**config.mk**
```make
export PLATFORM = sky130hd
export DESIGN_NAME = bullet_ctrl
export DESIGN_NICKNAME = d
export VERILOG_FILES = /design/src/rtl/bullet_ctrl.sv
export SDC_FILE = /design/constraint.sdc
export NUM_CORES = 1
export LEC_CHECK = 0
export BUFFER_PORTS_ARGS = -buffer_cell sky130_fd_sc_hd__buf_2
export CORE_UTILIZATION = 30
export DETAILED_ROUTE_END_ITERATION = 10
export PLACE_DENSITY = 0.54
export REMOVE_ABC_BUFFERS = 1
export SLEW_MARGIN = 20
export SYNTH_ARGS = -nofsm -noshare
export SYNTH_HDL_FRONTEND = slang
export SYNTH_SLANG_ARGS = --single-unit
```
**constraint.sdc**
```tcl
create_clock -name clk -period 2.5 [get_ports clk]
set_clock_uncertainty 0.15 [all_clocks]
set_input_delay 0.25 -clock clk [delete_from_list [all_inputs] [get_ports clk]]
set_output_delay 0.25 -clock clk [all_outputs]
set_load 0.01 [all_outputs]
```
**src/rtl/bullet_ctrl.sv**
```systemverilog
`default_nettype none
// ============================================================================
//  Module   : bullet_ctrl
//  Purpose  : Player-bullet controller. Launches a single bullet from the
//             centre of the paddle on fire + frame tick, moves it up the
//             screen once per frame, retires it at the top edge or on an
//             enemy hit, then waits a cooldown before re-arming. Also
//             produces a registered per-pixel bullet mask and colour.
//  Build    : define BULLET_AUTOFIRE_EN to qualify fire on the button level
//             (autofire); otherwise only a rising edge of fire counts.
//  Ports    : clk, rst (async, active-high)
//             frame_tick  - one-cycle pulse per frame
//             fire        - synchronised fire button level
//             paddle_x    - paddle left edge
//             hit         - one-cycle pulse, bullet struck an enemy
//             hcount/vcount - current pixel position
//             bullet_x/bullet_y - bullet top-left corner
//             bullet_active - bullet in flight
//             bullet_fired  - one-cycle pulse on launch
//             bullet_pix/bullet_rgb - registered pixel mask / colour
//  Revision : 1.0 - initial release
// ============================================================================
module bullet_ctrl #(
  parameter int          HRES            = 1280,
  parameter int          VRES            = 720,
  parameter int          PADDLE_W        = 50,
  parameter int          PADDLE_H        = 20,
  parameter int          BULLET_W        = 4,
  parameter int          BULLET_H        = 16,
  parameter int          BULLET_SPEED    = 16,
  parameter logic [23:0] BULLET_COLOR    = 24'hFFFFFF,
  parameter int          COOLDOWN_FRAMES = 8
) (
  input  logic        clk,
  input  logic        rst,
  input  logic        frame_tick,
  input  logic        fire,
  input  logic [10:0] paddle_x,
  input  logic        hit,
  input  logic [10:0] hcount,
  input  logic [9:0]  vcount,
  output logic [10:0] bullet_x,
  output logic [9:0]  bullet_y,
  output logic        bullet_active,
  output logic        bullet_fired,
  output logic        bullet_pix,
  output logic [23:0] bullet_rgb
);

  localparam int C_X_OFF   = (PADDLE_W - BULLET_W) / 2;
  localparam int C_Y_SPAWN = VRES - PADDLE_H - BULLET_H;
  localparam int C_CNT_W   = (COOLDOWN_FRAMES > 1) ? $clog2(COOLDOWN_FRAMES + 1) : 1;

  typedef enum logic [1:0] {
    IDLE     = 2'd0,
    FLY      = 2'd1,
    COOLDOWN = 2'd2
  } state_e;

  state_e               state_q, state_d;
  logic                 req_q, req_d;
  logic [10:0]          x_q, x_d;
  logic [9:0]           y_q, y_d;
  logic [C_CNT_W-1:0]   cnt_q, cnt_d;
  logic                 fired_q, fired_d;
  logic                 pix_q;
  logic [23:0]          rgb_q;

  logic                 w_fire_qual;
  logic                 w_pix_d;

  // --------------------------------------------------------------------------
  // Fire qualification
  // --------------------------------------------------------------------------
`ifdef BULLET_AUTOFIRE_EN
  assign w_fire_qual = fire;
`else
  logic fire_q;

  // fire_q resets low, so a button held through reset release is an edge.
  always_ff @(posedge clk or posedge rst) begin
    if (rst) begin
      fire_q <= 1'b0;
    end else begin
      fire_q <= fire;
    end
  end

  assign w_fire_qual = fire & ~fire_q;
`endif

  // --------------------------------------------------------------------------
  // State register
  // --------------------------------------------------------------------------
  always_ff @(posedge clk or posedge rst) begin
    if (rst) begin
      state_q <= IDLE;
      req_q   <= 1'b0;
      x_q     <= '0;
      y_q     <= '0;
      cnt_q   <= '0;
      fired_q <= 1'b0;
    end else begin
      state_q <= state_d;
      req_q   <= req_d;
      x_q     <= x_d;
      y_q     <= y_d;
      cnt_q   <= cnt_d;
      fired_q <= fired_d;
    end
  end

  // --------------------------------------------------------------------------
  // Next-state logic
  // --------------------------------------------------------------------------
  always_comb begin
    state_d = state_q;
    req_d   = req_q;
    x_d     = x_q;
    y_d     = y_q;
    cnt_d   = cnt_q;
    fired_d = 1'b0;

    case (state_q)
      IDLE: begin
        // A fire seen on the tick cycle itself launches without waiting.
        if (frame_tick && (req_q || w_fire_qual)) begin
          state_d = FLY;
          x_d     = paddle_x + 11'(C_X_OFF);
          y_d     = 10'(C_Y_SPAWN);
          fired_d = 1'b1;
          req_d   = 1'b0;
        end else if (w_fire_qual) begin
          req_d = 1'b1;
        end
      end

      FLY: begin
        // Hit has priority over movement; the underflow test precedes the
        // subtract so y never wraps.
        if (hit || (frame_tick && (y_q < 10'(BULLET_SPEED)))) begin
          if (COOLDOWN_FRAMES == 0) begin
            state_d = IDLE;
          end else begin
            state_d = COOLDOWN;
            cnt_d   = C_CNT_W'(COOLDOWN_FRAMES);
          end
        end else if (frame_tick) begin
          y_d = y_q - 10'(BULLET_SPEED);
        end
      end

      COOLDOWN: begin
        if (frame_tick) begin
          cnt_d = cnt_q - C_CNT_W'(1);
          if (cnt_q == C_CNT_W'(1)) begin
            state_d = IDLE;
          end
        end
      end

      default: begin
        state_d = IDLE;
      end
    endcase
  end

  // --------------------------------------------------------------------------
  // Pixel render: widened compares so x+W / y+H cannot overflow.
  // --------------------------------------------------------------------------
  always_comb begin
    w_pix_d = (state_q == FLY)
           && ({1'b0, hcount} >= {1'b0, x_q})
           && ({1'b0, hcount} <  ({1'b0, x_q} + 12'(BULLET_W)))
           && ({1'b0, vcount} >= {1'b0, y_q})
           && ({1'b0, vcount} <  ({1'b0, y_q} + 11'(BULLET_H)))
           && ({1'b0, hcount} <  12'(HRES))
           && ({1'b0, vcount} <  11'(VRES));
  end

  always_ff @(posedge clk or posedge rst) begin
    if (rst) begin
      pix_q <= 1'b0;
      rgb_q <= '0;
    end else begin
      pix_q <= w_pix_d;
      rgb_q <= w_pix_d ? BULLET_COLOR : 24'h000000;
    end
  end

  assign bullet_x      = x_q;
  assign bullet_y      = y_q;
  assign bullet_active = (state_q == FLY);
  assign bullet_fired  = fired_q;
  assign bullet_pix    = pix_q;
  assign bullet_rgb    = rgb_q;

endmodule
`default_nettype wire
```
==> results of run 1 <==
==> cells by family (layout without fill, tap and decap cells) <==
| family | Yosys count | after routing | synth area share, % |
|---|---|---|---|
| compound gates | 63 | 63 | 16.3 |
| xor+xnor | 21 | 21 | 7.05 |
| fa+ha+maj | 40 | 40 | 19.2 |
| buf+inv | 62 | 124 | 13.0 |
| flops | 28 | 28 | 26.9 |
| mux | 2 | 2 | 0.768 |
| other cells | 1 | 2 | 0.144 |
| simple gates | 80 | 80 | 16.7 |
==> where the power goes <==
part,total [mW],internal (mW),leakage (nW),switching (mW)
clock,0.286,0.141,0.0288,0.145
sequential,0.806,0.615,0.339,0.192
combinational,1.44,0.637,1.22,0.798
total,2.53,1.39,1.59,1.13
==> Yosys cell counts, types with 4 or more instances <==
| master | count |
|---|---|
| a21oi_1 | 14 |
| and3_1 | 7 |
| buf_4 | 28 |
| dfrtp_1 | 28 |
| ha_1 | 40 |
| inv_1 | 31 |
| nand2_1 | 20 |
| nand3_1 | 10 |
| nand4_1 | 6 |
| nor2_1 | 11 |
| nor2b_1 | 5 |
| nor3_1 | 4 |
| nor4_1 | 4 |
| o21ai_0 | 20 |
| o31ai_1 | 4 |
| xnor2_1 | 16 |
| xor2_1 | 5 |
==> routing by layer <==
layer  vias to the layer above  GRT usage, %  wire length (microns)
met2                        50          22.1                   2690
met5                         -             0                      0
met3                         7          1.75                    206
li1                       1139             -                      -
met4                         0          3.91                     85
met1                       985          17.9                   2870
==> registers in the layout, summed over array words and instances, names as in the netlist <==
signal	flops
bullet_x	11
bullet_y	7
cnt_q	4
state_q	2
bullet_fired	1
bullet_rgb	1
fire_q	1
req_q	1
==> placed cells by master, fill, tap and decap left out, types with 2 or more instances in the layout <==
| cell type | count |
|---|---|
| buf_2 | 80 |
| ha_1 | 40 |
| inv_1 | 31 |
| dfrtp_1 | 28 |
| nand2_1 | 20 |
| o21ai_0 | 20 |
| xnor2_1 | 16 |
| a21oi_1 | 14 |
| nor2_1 | 11 |
| nand3_1 | 10 |
| and3_1 | 7 |
| buf_4 | 7 |
| nand4_1 | 6 |
| nor2b_1 | 5 |
| xor2_1 | 5 |
| o31ai_1 | 4 |
| clkbuf_8 | 4 |
| nor3_1 | 3 |
| o21a_1 | 2 |
| nor3_2 | 2 |
| mux2i_1 | 2 |
| nor4_2 | 2 |
| a21o_1 | 2 |
| o311ai_0 | 2 |
| o2111ai_1 | 2 |
| or3_1 | 2 |
| a211o_1 | 2 |
| o211ai_1 | 2 |
| nor4_1 | 2 |
| conb_1 | 2 |
| dlygate4sd3_1 | 2 |
==> how the worst min path moves through the flow <==
stage,end,cells after the start
2_1_floorplan,fire_q,0
3_3_place_gp,bullet_x[1],3
3_5_place_dp,bullet_x[1],3
4_1_cts,state_q[0],2
5_1_grt,state_q[0],2
6_report,state_q[0],2
==> area by class of cell <==
type | instances | area, sq um
Clock buffer | 4 | 55.1
Timing Repair Buffer | 89 | 473
Inverter | 31 | 116
Multi-Input combinational cell | 208 | 1590
Sequential cell | 28 | 701
Tap cell | 105 | 131
Fill cell | 856 | 5230
==> worst max-delay path: stages (launching register included) <==
cell and delay (ns):
dfrtp_1 0.36, ha_1 0.19, and3_1 0.20, nand2_1 0.09, nor4_2 0.19, xnor2_1 0.16, ha_1 0.26, nor2b_1 0.13
o22ai_1 0.13, o2111ai_1 0.13, nor4_2 0.26
==> per-stage QoR <==
step           setup WS [ns]  cells  TNS [ns]  total power [mW]  util, %
4_1_cts                0.117    465         0              2.55     36.8
2_1_floorplan          0.167    267         0              1.75        -
3_5_place_dp           0.123    459         0              2.25     35.9
5_1_grt             -0.00306    465  -0.00306              2.80     37.0
6_report               0.175    465         0              2.53     37.0
3_3_place_gp           0.174    459         0              2.22     35.9
==> timing repair <==
| action | 4_1_cts | 5_1_grt |
|---|---|---|
| endpoints found under the hold margin | 29 | 0 |
| resized for setup | 0 | 3 |
| setup endpoints to repair | 0 | 1 |
| hold buffers | 2 | 0 |
==> impl_metrics.ini, run 1 <==
[final_layout]
syn2layout_area_growth_pct = 17.7
n_antenna_cell = 0
layout-drive-gt1-share_pct = 28.9
layout.nets = 438
design_area_sq_um = 3070

[power]
power_density_nw_per_um2 = 824
ir_drop_uv = 306
leakage_nw = 1.59

[synth]
synth_largest_area_cell = dfrtp_1
syn_avg_cell_area_sq_um = 8.78
synth_edf_count = 0
synth_flop_cell = dfrtp_1
synth.distinct_cells = 51
syn_area_sq_um = 2610
synth_area_leaders = dfrtp_1, ha_1, buf_4, xnor2_1, inv_1
ys_ff_latch = 28
synth.yosys.seq_area_share_pct = 26.9
synthArstFlopShare_pct = 100
yosysTopAreaCellShare_pct = 26.9
postSynthCellCount = 297
synth_warnings = 0

[sta]
period_share_pct = 93.0
drv_slew = 0
worst_pin_slew_ns = 0.573
timing.hold.ws_ns = 0.0409
finalSetupViolations = 0
slew_headroom_pct = 61.4
period_needed_ns = 2.33
fmax_mhz = 430
hold_violations = 0

[detailed_routing]
drt_wl_total_microns = 5850
avgViaCountPerCell = 4.69
vias = 2181
drc = 0
ant_nets = 0
routedWlPerCell_microns = 12.6
drtIter0Drc = 51
drt_pass1_iterations = 4

[global_routing]
grt_pass1_vias = 2022
grt_use_total_pct = 13.3
antenna_found_initial = 0
gr-total-overflow = 0
grt_pass1_wl_microns = 9470
grt_max_degree = 29

[worst_hold_path]
hp-class = in2reg
hold_start = hit

[place]
port_buffers = 80
dpl.hpwl_microns = 4910
gp_congestion = 0.819
dpl_cell_area_sq_um = 2980

[clock_network]
cts_made_buffers = 3
h-tree-depth = 1
clkTransAtPathRegs_ns = 0.10
clock-sinks = 28
cts_setup_buffers = 0
clock_latency_ns = 0.28
clock_path_buffers = 2
cts_tree = done
cts.root.buffer_cell = clkbuf_8

[die]
num_io_pins = 85
placementRows = 33
coreArea_sq_um = 8300
fp.dieH_microns = 95.2
start_util_pct = 31.4
dieArea_sq_um = 9070
die_x_microns = 95.2

[setup_path]
crit_start = bullet_x[2]
r2r-end = bullet_rgb[22]
r2r-start = bullet_x[2]
cp-start-kind = flop
regToRegSetupSlack_ns = 0.18
worst_setup_path_end_kind = flop
crit_arrival_ns = 2.37
required_ns = 2.54
r2r_cells = 10
timing_worst_setup_path_type = reg2reg
crit_fanout = 2
cp-endpoint = bullet_rgb[22]

[outcome]
outcome = complete, no violations

[run]
maxCapViolations = 0
Power figures use the tool's default switching activity.
==> run 2, diff against run 1 <==
- ABC_CLOCK_PERIOD_IN_PS: unset -> 2500
- CELL_PAD_IN_SITES_DETAIL_PLACEMENT: unset -> 1
- CELL_PAD_IN_SITES_GLOBAL_PLACEMENT: unset -> 2
- CORE_MARGIN: unset -> 10
- PLACE_DENSITY: 0.54 -> 0.84
==> impl_metrics.ini, run 2 (synthesized netlist as in run 1, its figures left out) <==
[outcome]
outcome = complete, no violations

[die]
placementRows = 33
fp.dieH_microns = 113
die_x_microns = 113
num_io_pins = 85
start_util_pct = 31.3
coreArea_sq_um = 8340
dieArea_sq_um = 12800

[setup_path]
r2r-end = bullet_rgb[22]
r2r_cells = 11
cp_top_family = simple AND/OR/NAND/NOR gates
path_cells = buf_6, and3_4, nand3_2, nor3_2, xnor2_1, ha_1, a21oi_1, nor2b_1, o22ai_1, o2111ai_1, nor4_1
r2r-start = bullet_x[3]
crit_start = bullet_x[3]
required_ns = 2.55
max_stage_delay_ns = 0.38
crit_fanout = 3
slowest_stage = dfrtp_1
timing_worst_setup_path_type = reg2reg
crit_arrival_ns = 2.45
regToRegSetupSlack_ns = 0.10
cp-start-kind = flop
worst_setup_path_end_kind = flop
cp_num_buf_inv = 1

[sta]
period_share_pct = 96.0
finalSetupViolations = 0
drv_slew = 0
worst_pin_slew_ns = 0.693
hold_violations = 0
rsz0062_at_grt = yes
fin_ws_ns = 0.100
slew_headroom_pct = 53.8
period_needed_ns = 2.40
fmax_mhz = 417

[clock_network]
clock_path_buffers = 2
clock-sinks = 28
cts.root.buffer_cell = clkbuf_8
clock_latency_ns = 0.29
clkTransAtPathRegs_ns = 0.11
cts_made_buffers = 3
h-tree-depth = 1
cts_tree = done

[final_layout]
layout.nets = 445
layout_commonest_cell = buf_2
n_antenna_cell = 0
layout-drive-gt1-share_pct = 31.3
fin_util_pct = 38.0
largest_register_ff_count = 11
syn2layout_area_growth_pct = 21.7
multiInputGateArea_sq_um = 1620
regArea_sq_um = 701
n_fill_cell = 1012
mostFrequentLayoutCells = buf_2, ha_1, inv_1

[place]
place_ws_ns = 0.0982
port_buffers = 80
dpl.hpwl_microns = 6340
gp_congestion = 0.744

[global_routing]
antenna_found_initial = 0
gr-total-overflow = 0
grt_pass1_wl_microns = 12200
grt_pass1_vias = 2489
grt_max_degree = 29
grt_use_total_pct = 11.5

[run]
maxCapViolations = 0

[detailed_routing]
drc = 0
drt_pass1_iterations = 4
ant_nets = 0
vias = 2297
avgViaCountPerCell = 4.87
drt_wl_total_microns = 7610
routedWlPerCell_microns = 16.1
drtIter0Drc = 64

[power]
leakage_nw = 1.64
power_density_nw_per_um2 = 878
ir_drop_uv = 316

[worst_hold_path]
hold_path_end = state_q[0]
hold_start = hit
worstHoldPathCells = 2
hp-class = in2reg
-- run 2: changes by cell type in the layout (fill, tap and decap cells not counted), moves of 2 or more --
cell | previous run | this run
buf_6 | 0 | 2
buf_4 | 7 | 12
and3_4 | 0 | 2
nor4_2 | 2 | 0
and3_1 | 7 | 5
-- run 2: worst max path at each step --
stage	endpoint	slack, ns	cells past startpoint
2_1_floorplan	bullet_rgb[22]	0.17	10
3_3_place_gp	bullet_rgb[22]	0.18	10
3_5_place_dp	bullet_rgb[22]	0.1	10
4_1_cts	bullet_rgb[22]	0.08	10
5_1_grt	bullet_rgb[22]	-0.04	10
6_report	bullet_rgb[22]	0.10	11
-- run 2: report_power, final --
part	total (mW)	switching [mW]	internal (mW)
registers	0.819	0.205	0.615
clock network	0.369	0.154	0.215
logic	1.60	0.883	0.712
total	2.78	1.24	1.54
-- run 2: timing repair --
| action | 4_1_cts | 5_1_grt |
|---|---|---|
| setup endpoints to repair | 0 | 1 |
| hold buffers | 2 | 0 |
| buffers inserted | 0 | 6 |
| gates resized for setup | 0 | 11 |
| hold endpoints to repair | 29 | 0 |
-- run 2: per-stage QoR --
| step | hold WS, ns | std cells | instance area (sq um) | TNS [ns] | total power, mW |
|---|---|---|---|---|---|
| finish | 0.0314 | 472 | 3170 | 0 | 2.78 |
| global route | 0.0533 | 472 | 3170 | -0.0388 | 3.07 |
| global placement | 0.196 | 460 | 2980 | 0 | 2.25 |
| detailed placement | 0.201 | 460 | 2980 | 0 | 2.34 |
| CTS | 0.0214 | 466 | 3080 | 0 | 2.73 |
| floorplan | 0.131 | 267 | 2390 | 0 | 1.75 |
-- run 2: final cells by class --
type	count	area share (%)
Tap cell	105	4.14
Clock buffer	3	1.30
Multi-Input combinational cell	208	51.1
Inverter	31	3.67
Sequential cell	28	22.1
Clock inverter	1	0.946
Timing Repair Buffer	96	16.8
-- run 2: layer usage --
layer,wire length [microns],GRT usage (%)
met1,3200,12.9
met5,0,0
met4,109,3.64
met2,3840,20.8
met3,459,2.75
==> run 3, diff against run 2 <==
- CAP_MARGIN: unset -> 20
- CORE_MARGIN: 10 -> unset
==> impl_metrics.ini, run 3 (synthesized netlist as in run 1, its figures left out) <==
[setup_path]
slowest_stage = dfrtp_1
required_ns = 2.53
timing_worst_setup_path_type = reg2reg
cp_top_family = simple AND/OR/NAND/NOR gates
path_cells = buf_6, and3_4, nand3_4, nor3_2, xnor2_1, ha_1, a21oi_2, nor2b_4, o22ai_2, o2111ai_1, nor4_1
max_stage_delay_ns = 0.39
cp_num_buf_inv = 1
worst_setup_path_end_kind = flop
cp-start-kind = flop
crit_arrival_ns = 2.43
crit_fanout = 5

[detailed_routing]
avgViaCountPerCell = 4.93
routedWlPerCell_microns = 14.1
vias = 2318
ant_nets = 0
drtIter0Drc = 56
drt_wl_total_microns = 6610
drc = 0
drt_pass1_iterations = 4

[final_layout]
largest_register_ff_count = 11
mostFrequentLayoutCells = buf_2, ha_1, inv_1
fin_cells = 470
layout_commonest_cell = buf_2
syn2layout_area_growth_pct = 21.4
n_antenna_cell = 0
n_fill_cell = 998
layout-drive-gt1-share_pct = 31.8
layout.nets = 443

[global_routing]
antenna_found_initial = 0
gr-total-overflow = 0
grt_pass1_wl_microns = 10700
grt_use_total_pct = 15.0
grt_pass1_vias = 2292
grt_max_degree = 29

[die]
dieArea_sq_um = 9070
start_util_pct = 31.4
placementRows = 33
coreArea_sq_um = 8300
fp.dieH_microns = 95.2
num_io_pins = 85
die_x_microns = 95.2

[worst_hold_path]
hp-class = in2reg

[power]
power_density_nw_per_um2 = 853
finalPower_mw = 2.70
leakage_nw = 1.63
ir_drop_uv = 295

[sta]
fin_tns_setup_ns = 0
drv_slew = 0
slew_headroom_pct = 60.3
worst_pin_slew_ns = 0.590
period_needed_ns = 2.40
fmax_mhz = 417
rsz0062_at_grt = yes
finalSetupViolations = 0
period_share_pct = 95.8
hold_violations = 0
fin_ws_ns = 0.104

[clock_network]
clock_latency_ns = 0.27
clock_path_buffers = 2
cts_tree = done
cts.root.buffer_cell = clkbuf_8
cts_made_buffers = 3
clkTransAtPathRegs_ns = 0.10
h-tree-depth = 1
clock-sinks = 28

[place]
dp_cells = 460
dpl.hpwl_microns = 5570
gp_congestion = 0.756
port_buffers = 80
place_ws_ns = 0.0878

[run]
maxCapViolations = 0

[outcome]
outcome = complete, no violations
[run 3: repair_timing]
| action | in CTS | in global routing |
|---|---|---|
| setup endpoints to repair | 0 | 1 |
| hold buffers | 2 | 0 |
| setup buffers | 0 | 4 |
| hold endpoints to repair | 29 | 0 |
| resized for setup | 0 | 16 |
[run 3: report_power, final]
| part | leakage [nW] | total (mW) | switching (mW) | internal (mW) |
|---|---|---|---|---|
| Clock | 0.0288 | 0.285 | 0.144 | 0.141 |
| Combinational | 1.27 | 1.60 | 0.876 | 0.721 |
| Sequential | 0.339 | 0.821 | 0.206 | 0.615 |
[run 3: layout make-up]
class	count	area, sq um	share of cell area [%]
clock buffer	4	55.1	1.74
sequential	28	701	22.1
timing repair buffer	94	518	16.4
tap	105	131	4.15
inverter	31	116	3.67
multi-input combinational	208	1650	52.0
[run 3: routing by layer]
| metal | global-route usage, % | wire, microns | share of wire, % |
|---|---|---|---|
| met2 | 27.0 | 3310 | 50 |
| met1 | 19.4 | 3020 | 46 |
| met4 | 3.03 | 40 | 0.61 |
| met3 | 1.52 | 234 | 3.5 |
| met5 | 0 | 0 | 0 |
[run 3: path summary, 6_finish.rpt]
kind / start / end / slack (ns) / depth (start not counted)
max in group asynchronous: rst / bullet_x[3] / 1.49 / 4
min: hit / state_q[0] / 0.04 / 2
max reg2reg: bullet_x[3] / bullet_rgb[22] / 0.10 / 11
max: bullet_x[3] / bullet_rgb[22] / 0.10 / 11
min reg2reg: bullet_y[2] / bullet_y[2] / 0.38 / 2
min in group asynchronous: rst / cnt_q[3] / 0.43 / 4
[run 3: per-stage QoR]
step	instance area [sq um]	hold slack, ns	util, %
after floorplan	2390	0.131	-
after global placement	2980	0.192	36.0
after detailed placement	2980	0.201	36.0
after CTS	3060	0.0372	36.9
after global routing	3170	0.0382	38.2
final	3170	0.0444	38.2
